### src/rtl/riscv_pkg.sv
// Shared RV32I definitions: data width, the canonical NOP and the fetch FSM state encoding.
package riscv_pkg;

  localparam int XLEN = 32;

  // addi x0,x0,0
  localparam logic [XLEN-1:0] RV_NOP = 32'h0000_0013;

  typedef enum logic [1:0] {
    S_FILL = 2'd0,
    S_RUN  = 2'd1,
    S_HALT = 2'd2
  } fetch_state_t;

endpackage

### src/rtl/imem_rom.sv
// Combinational instruction ROM. The image is supplied as a packed parameter, word 0 in the LSBs.
// Addresses beyond the populated depth read as NOP and report in_range=0.
module imem_rom
  import riscv_pkg::*;
#(
  parameter int                         IMEM_WORDS = 256,
  parameter logic [XLEN*IMEM_WORDS-1:0] IMEM_INIT  = {IMEM_WORDS{RV_NOP}}
) (
  input  logic [XLEN-3:0] word_addr,
  output logic [XLEN-1:0] rdata,
  output logic            in_range
);

  localparam int AW = $clog2(IMEM_WORDS);

  logic [AW-1:0] idx;

  assign idx = word_addr[AW-1:0];

  always_comb begin
    in_range = (word_addr[XLEN-3:AW] == '0);
    rdata    = RV_NOP;
    if (in_range) begin
      rdata = IMEM_INIT[{idx, 5'd0} +: XLEN];
    end
  end

endmodule

### src/rtl/fetch_stage.sv
// IF stage: PC register, fetch FSM and the IF/DE pipeline register feeding decode.
// Optional macro MISALIGN_TRAP_EN turns a misaligned redirect into a faulting slot and a halt.
module fetch_stage
  import riscv_pkg::*;
#(
  parameter int                         IMEM_WORDS = 256,
  parameter logic [XLEN-1:0]            RESET_PC   = 32'h0000_0000,
  parameter logic [XLEN*IMEM_WORDS-1:0] IMEM_INIT  = {IMEM_WORDS{RV_NOP}}
) (
  input  logic        clk,
  input  logic        rst_n,
  input  logic        stall_if,
  input  logic        flush_de,
  input  logic        br_taken,
  input  logic [31:0] br_target,
  output logic [31:0] pc_if,
  output logic [31:0] inst_de,
  output logic [31:0] pc_de,
  output logic [31:0] pc4_de,
  output logic        valid_de,
  output logic        fault_de
);

  fetch_state_t    state_q, state_d;
  logic [XLEN-1:0] pc_q, pc_d;
  logic [XLEN-1:0] inst_q, inst_d;
  logic [XLEN-1:0] pc_de_q, pc_de_d;
  logic [XLEN-1:0] pc4_de_q, pc4_de_d;
  logic            valid_q, valid_d;
  logic            fault_q, fault_d;
`ifdef MISALIGN_TRAP_EN
  logic            misalign_q, misalign_d;
`endif

  logic [XLEN-1:0] rom_data;
  logic            rom_in_range;
  logic [XLEN-1:0] pc_plus4;
  logic            fetch_fault;
  logic            bubble;

  imem_rom #(
    .IMEM_WORDS(IMEM_WORDS),
    .IMEM_INIT (IMEM_INIT)
  ) u_imem (
    .word_addr(pc_q[XLEN-1:2]),
    .rdata    (rom_data),
    .in_range (rom_in_range)
  );

  assign pc_plus4 = pc_q + 32'd4;

  always_comb begin
    state_d  = state_q;
    pc_d     = pc_q;
    inst_d   = inst_q;
    pc_de_d  = pc_de_q;
    pc4_de_d = pc4_de_q;
    valid_d  = valid_q;
    fault_d  = fault_q;
    bubble   = 1'b0;
    fetch_fault = !rom_in_range;
`ifdef MISALIGN_TRAP_EN
    misalign_d  = misalign_q;
    fetch_fault = !rom_in_range || misalign_q;
`endif

    if (br_taken) begin
      // Redirect beats stall: the wrong-path slot is squashed regardless of FSM state.
      pc_d    = {br_target[XLEN-1:2], 2'b00};
      bubble  = 1'b1;
      state_d = S_RUN;
`ifdef MISALIGN_TRAP_EN
      misalign_d = (br_target[1:0] != 2'b00);
`endif
    end else begin
      case (state_q)
        S_FILL: begin
          bubble  = 1'b1;
          state_d = S_RUN;
        end
        S_HALT: begin
          bubble = 1'b1;
        end
        default: begin
          if (stall_if) begin
            // hold everything; a concurrent flush is dropped
          end else if (flush_de) begin
            bubble = 1'b1;
            pc_d   = pc_plus4;
          end else begin
            inst_d   = fetch_fault ? RV_NOP : rom_data;
            pc_de_d  = pc_q;
            pc4_de_d = pc_plus4;
            valid_d  = 1'b1;
            fault_d  = fetch_fault;
            pc_d     = pc_plus4;
            if (fetch_fault) begin
              state_d = S_HALT;
            end
`ifdef MISALIGN_TRAP_EN
            misalign_d = 1'b0;
`endif
          end
        end
      endcase
    end

    if (bubble) begin
      inst_d   = RV_NOP;
      pc_de_d  = '0;
      pc4_de_d = '0;
      valid_d  = 1'b0;
      fault_d  = 1'b0;
    end
  end

  always_ff @(posedge clk) begin
    if (!rst_n) begin
      state_q  <= S_FILL;
      pc_q     <= RESET_PC;
      inst_q   <= RV_NOP;
      pc_de_q  <= '0;
      pc4_de_q <= '0;
      valid_q  <= 1'b0;
      fault_q  <= 1'b0;
`ifdef MISALIGN_TRAP_EN
      misalign_q <= 1'b0;
`endif
    end else begin
      state_q  <= state_d;
      pc_q     <= pc_d;
      inst_q   <= inst_d;
      pc_de_q  <= pc_de_d;
      pc4_de_q <= pc4_de_d;
      valid_q  <= valid_d;
      fault_q  <= fault_d;
`ifdef MISALIGN_TRAP_EN
      misalign_q <= misalign_d;
`endif
    end
  end

  assign pc_if    = pc_q;
  assign inst_de  = inst_q;
  assign pc_de    = pc_de_q;
  assign pc4_de   = pc4_de_q;
  assign valid_de = valid_q;
  assign fault_de = fault_q;

endmodule

### config.mk
export PLATFORM = sky130hd
export DESIGN_NAME = fetch_stage
export DESIGN_NICKNAME = d
export VERILOG_FILES = /design/src/rtl/riscv_pkg.sv /design/src/rtl/imem_rom.sv /design/src/rtl/fetch_stage.sv
export SDC_FILE = /design/constraint.sdc
export NUM_CORES = 1
export LEC_CHECK = 0
export ABC_CLOCK_PERIOD_IN_PS = 6100
export CAP_MARGIN = 10
export CORE_ASPECT_RATIO = 0.7
export CORE_UTILIZATION = 49
export DETAILED_ROUTE_END_ITERATION = 10
export PLACE_DENSITY = 0.95
export SETUP_SLACK_MARGIN = 0.4
export SLEW_MARGIN = 20
export SYNTH_ARGS = -nofsm -noshare
export SYNTH_HDL_FRONTEND = slang
export SYNTH_SLANG_ARGS = --single-unit
### constraint.sdc
create_clock -name clk -period 6.1 [get_ports clk]
set_input_delay 1.22 -clock clk [delete_from_list [all_inputs] [get_ports clk]]
set_output_delay 1.22 -clock clk [all_outputs]
set_load 0.005 [all_outputs]
==> results.toml <==
[power]
p_switching_uw = 350
p_clk_share_pct = 43.1
power_density_mw_per_mm2 = 232
intPower_uw = 1060
pwr-share-seq_pct = 47.1
sw_frac_of_total_pct = 24.8
peakVddDrop_uv = 203
p_comb_share_pct = 9.8
leakage_uw = 0.00200

[floorplanning]
row_count = 29
fp.dieH_um = 83.3
die_w_um = 118
initial_core_util_pct = 50.8
dieArea_mm2 = 0.00985
core_area_mm2 = 0.00911
ioPinCount = 167

[routing]
viasPerCell = 5.44
firstDrtPassIters = 5
drtAntennaViolNets = 0
via_count = 4323
first_iter_violations = 298
drc_errors = 0
drt-total-wl_mm = 13.0
wl_per_cell_um = 16.4

[placed_design]
globalplace.congestion = 0.847
hpwl_mm = 9.00
placed_area_mm2 = 0.00575
numPortBuffers = 126

[outcome]
status = "completed"

[logic_synthesis]
ys_top_cells_by_area = "dfxtp_1, nand2_1, buf_4"
synth_edf_count = 0
netlist.area_leader.share_pct = 40.6
synth_cells = 576
syn_avg_cell_area_um2 = 8.04
synth.distinct_cells = 37
yosysSeqAreaShare_pct = 40.6
synth_flop_cell = "dfxtp_1"
syn_area_mm2 = 0.00463
synth_largest_area_cell = "dfxtp_1"
ys_warn_count = 0
synth_seq_cells = 94
synthArstFlopShare_pct = 0

[cts]
cts-root-buf = "clkbuf_16"
cts_tree = "done"
cts-hold-fix-buffers = 0
cts_setup_buffers = 0
cts_resized = 0
cts.sinks = 94
htreeDepth = 3
cts_buffer_depth = 2
cts_made_buffers = 9
clkLatencyLatePin_ps = 350
clk_pin_slew_ps = 60

[sta]
setup_tns_ps = 0
hold_violations = 0
period_share_pct = 61.9
period_needed_ps = 3770
relSlewSlack_pct = 32.0
rsz0062_at_grt = "no"
slew_violations = 0
fmax_mhz = 265
worstMarginPinSlew_ps = 1010
setup_viol = 0
fin_worst_skew_ps = 8.69

[global_route]
antenna_found_initial = 0
overflow = 0
grt_pass1_wl_mm = 20.5
grtUsageTotal_pct = 26.5
grt_max_degree = 76
grt_pass1_vias = 4066

[setup_path]
cp_slowest_cell = "nor3_2"
crit_chain = "clkdlybuf4s50_1 > nand2b_1 > nor3_2 > buf_12 > nor2_1 > a211oi_1"
cp_max_fo = 75
crit_type = "in2reg"
cpLargestDelayFamily = "simple AND/OR/NAND/NOR gates"
end_kind = "flop"
cp_slowest_stage_delay_ps = 980
critPathLaunchType = "input pin"
crit_arrival_ps = 4010
crit_buf_inv = 2
cp.required_ps = 6340

[final_layout]
ff_latch_area_mm2 = 0.00188
final_common_cell = "clkdlybuf4s50_1"
fin_area_mm2 = 0.00607
final_layout_size_suffix_gt1_share_pct = 5.22
multi_input_area_mm2 = 0.00239
area_growth_pct = 31.1
final_cell_mix = "clkdlybuf4s50_1, dfxtp_1, nand2_1, a21oi_1"
antenna_cells = 0
fillerInstances = 738
layout.nets = 704
fin_util_pct = 66.6

[flow_run]
cap_violations = 0

[worst_hold_path]
hold_class = "reg2reg"
cell families after synthesis:
group / count (synthesis) / synth area share (%)
buffers and inverters: 92 / 10.9
and+or+nand+nor: 218 / 23.3
DFF: 94 / 40.6
other: 2 / 0.162
adders and majority gates: 1 / 0.270
AOI/OAI and AO/OA: 121 / 15.7
xor gates and xnor gates: 48 / 9.08
registers in the layout, indices dropped and copies added (netlist names):
name,flops
pc4_de,30
pc_de,30
pc_if,30
state_q,2
fault_de,1
valid_de,1
area by class of cell:
class	count	share of cell area, %
multi-input cells	426	39.4
flip-flops and latches	94	31.0
repair buffers	130	21.5
clock buffers	9	3.71
well taps	124	2.56
clock inverters	7	1.59
inverters	5	0.309
stage by stage:
stage	hold slack [ps]	total power, µW	instances	worst slack [ps]
3_5_place_dp	449	813	779	2030
5_1_grt	476	1460	795	2140
4_1_cts	459	1420	795	2380
3_3_place_gp	441	808	779	2210
2_1_floorplan	442	758	612	3380
6_report	457	1410	795	2330
Yosys cell counts (all sizes together), types with 3 or more instances:
library cell,number
buf,46
a21oi,51
nor2b,3
nand2,92
nor2,38
xnor2,26
nand2b,5
or3,3
xor2,22
dfxtp,94
clkbuf,41
and4,3
and2,3
nand4,13
o21ai,33
and3,5
inv,5
nand3,18
o211a,4
nor4,16
nor3,16
a211oi,29
worst register-to-register path: cells and delay by family, from the launching register on:
| kind | cells | cell delay (ps) |
|---|---|---|
| XOR/XNOR | 1 | 180 |
| flip-flops | 1 | 600 |
| AO/OA/AOI/OAI | 1 | 240 |
| AND/OR/NAND/NOR | 3 | 2020 |
worst paths after layout:
path | slack (ps) | startpoint | to | depth (start not counted)
min reg2reg | 460 | pc_de[3]$_SDFFE_PP0P_ | pc_de[3]$_SDFFE_PP0P_ | 2
max | 2330 | stall_if | pc4_de[25]$_SDFFE_PP0P_ | 6
min | 460 | pc_de[3]$_SDFFE_PP0P_ | pc_de[3]$_SDFFE_PP0P_ | 2
max reg2reg | 2980 | pc_if[10]$_SDFFE_PN0P_ | pc4_de[17]$_SDFFE_PP0P_ | 5
power by group through the flow:
stage                     Sequential (µW)  Clock [µW]  Combinational [µW]
after floorplan                       659           0                99.4
after global placement                676           0                 132
after detailed placement              677           0                 136
after CTS                             663         619                 137
after global routing                  667         643                 151
final                                 664         608                 139
per-layer routing:
layer | routed length (µm) | global-route usage [%] | up-vias
met1 | 5800 | 34.0 | 2061
met4 | 140 | 7.69 | 0
met2 | 6140 | 43.6 | 178
met3 | 952 | 7.42 | 13
met5 | 0 | 0 | -
li1 | - | - | 2071
Note: power is estimated with default switching activity, not from simulation.
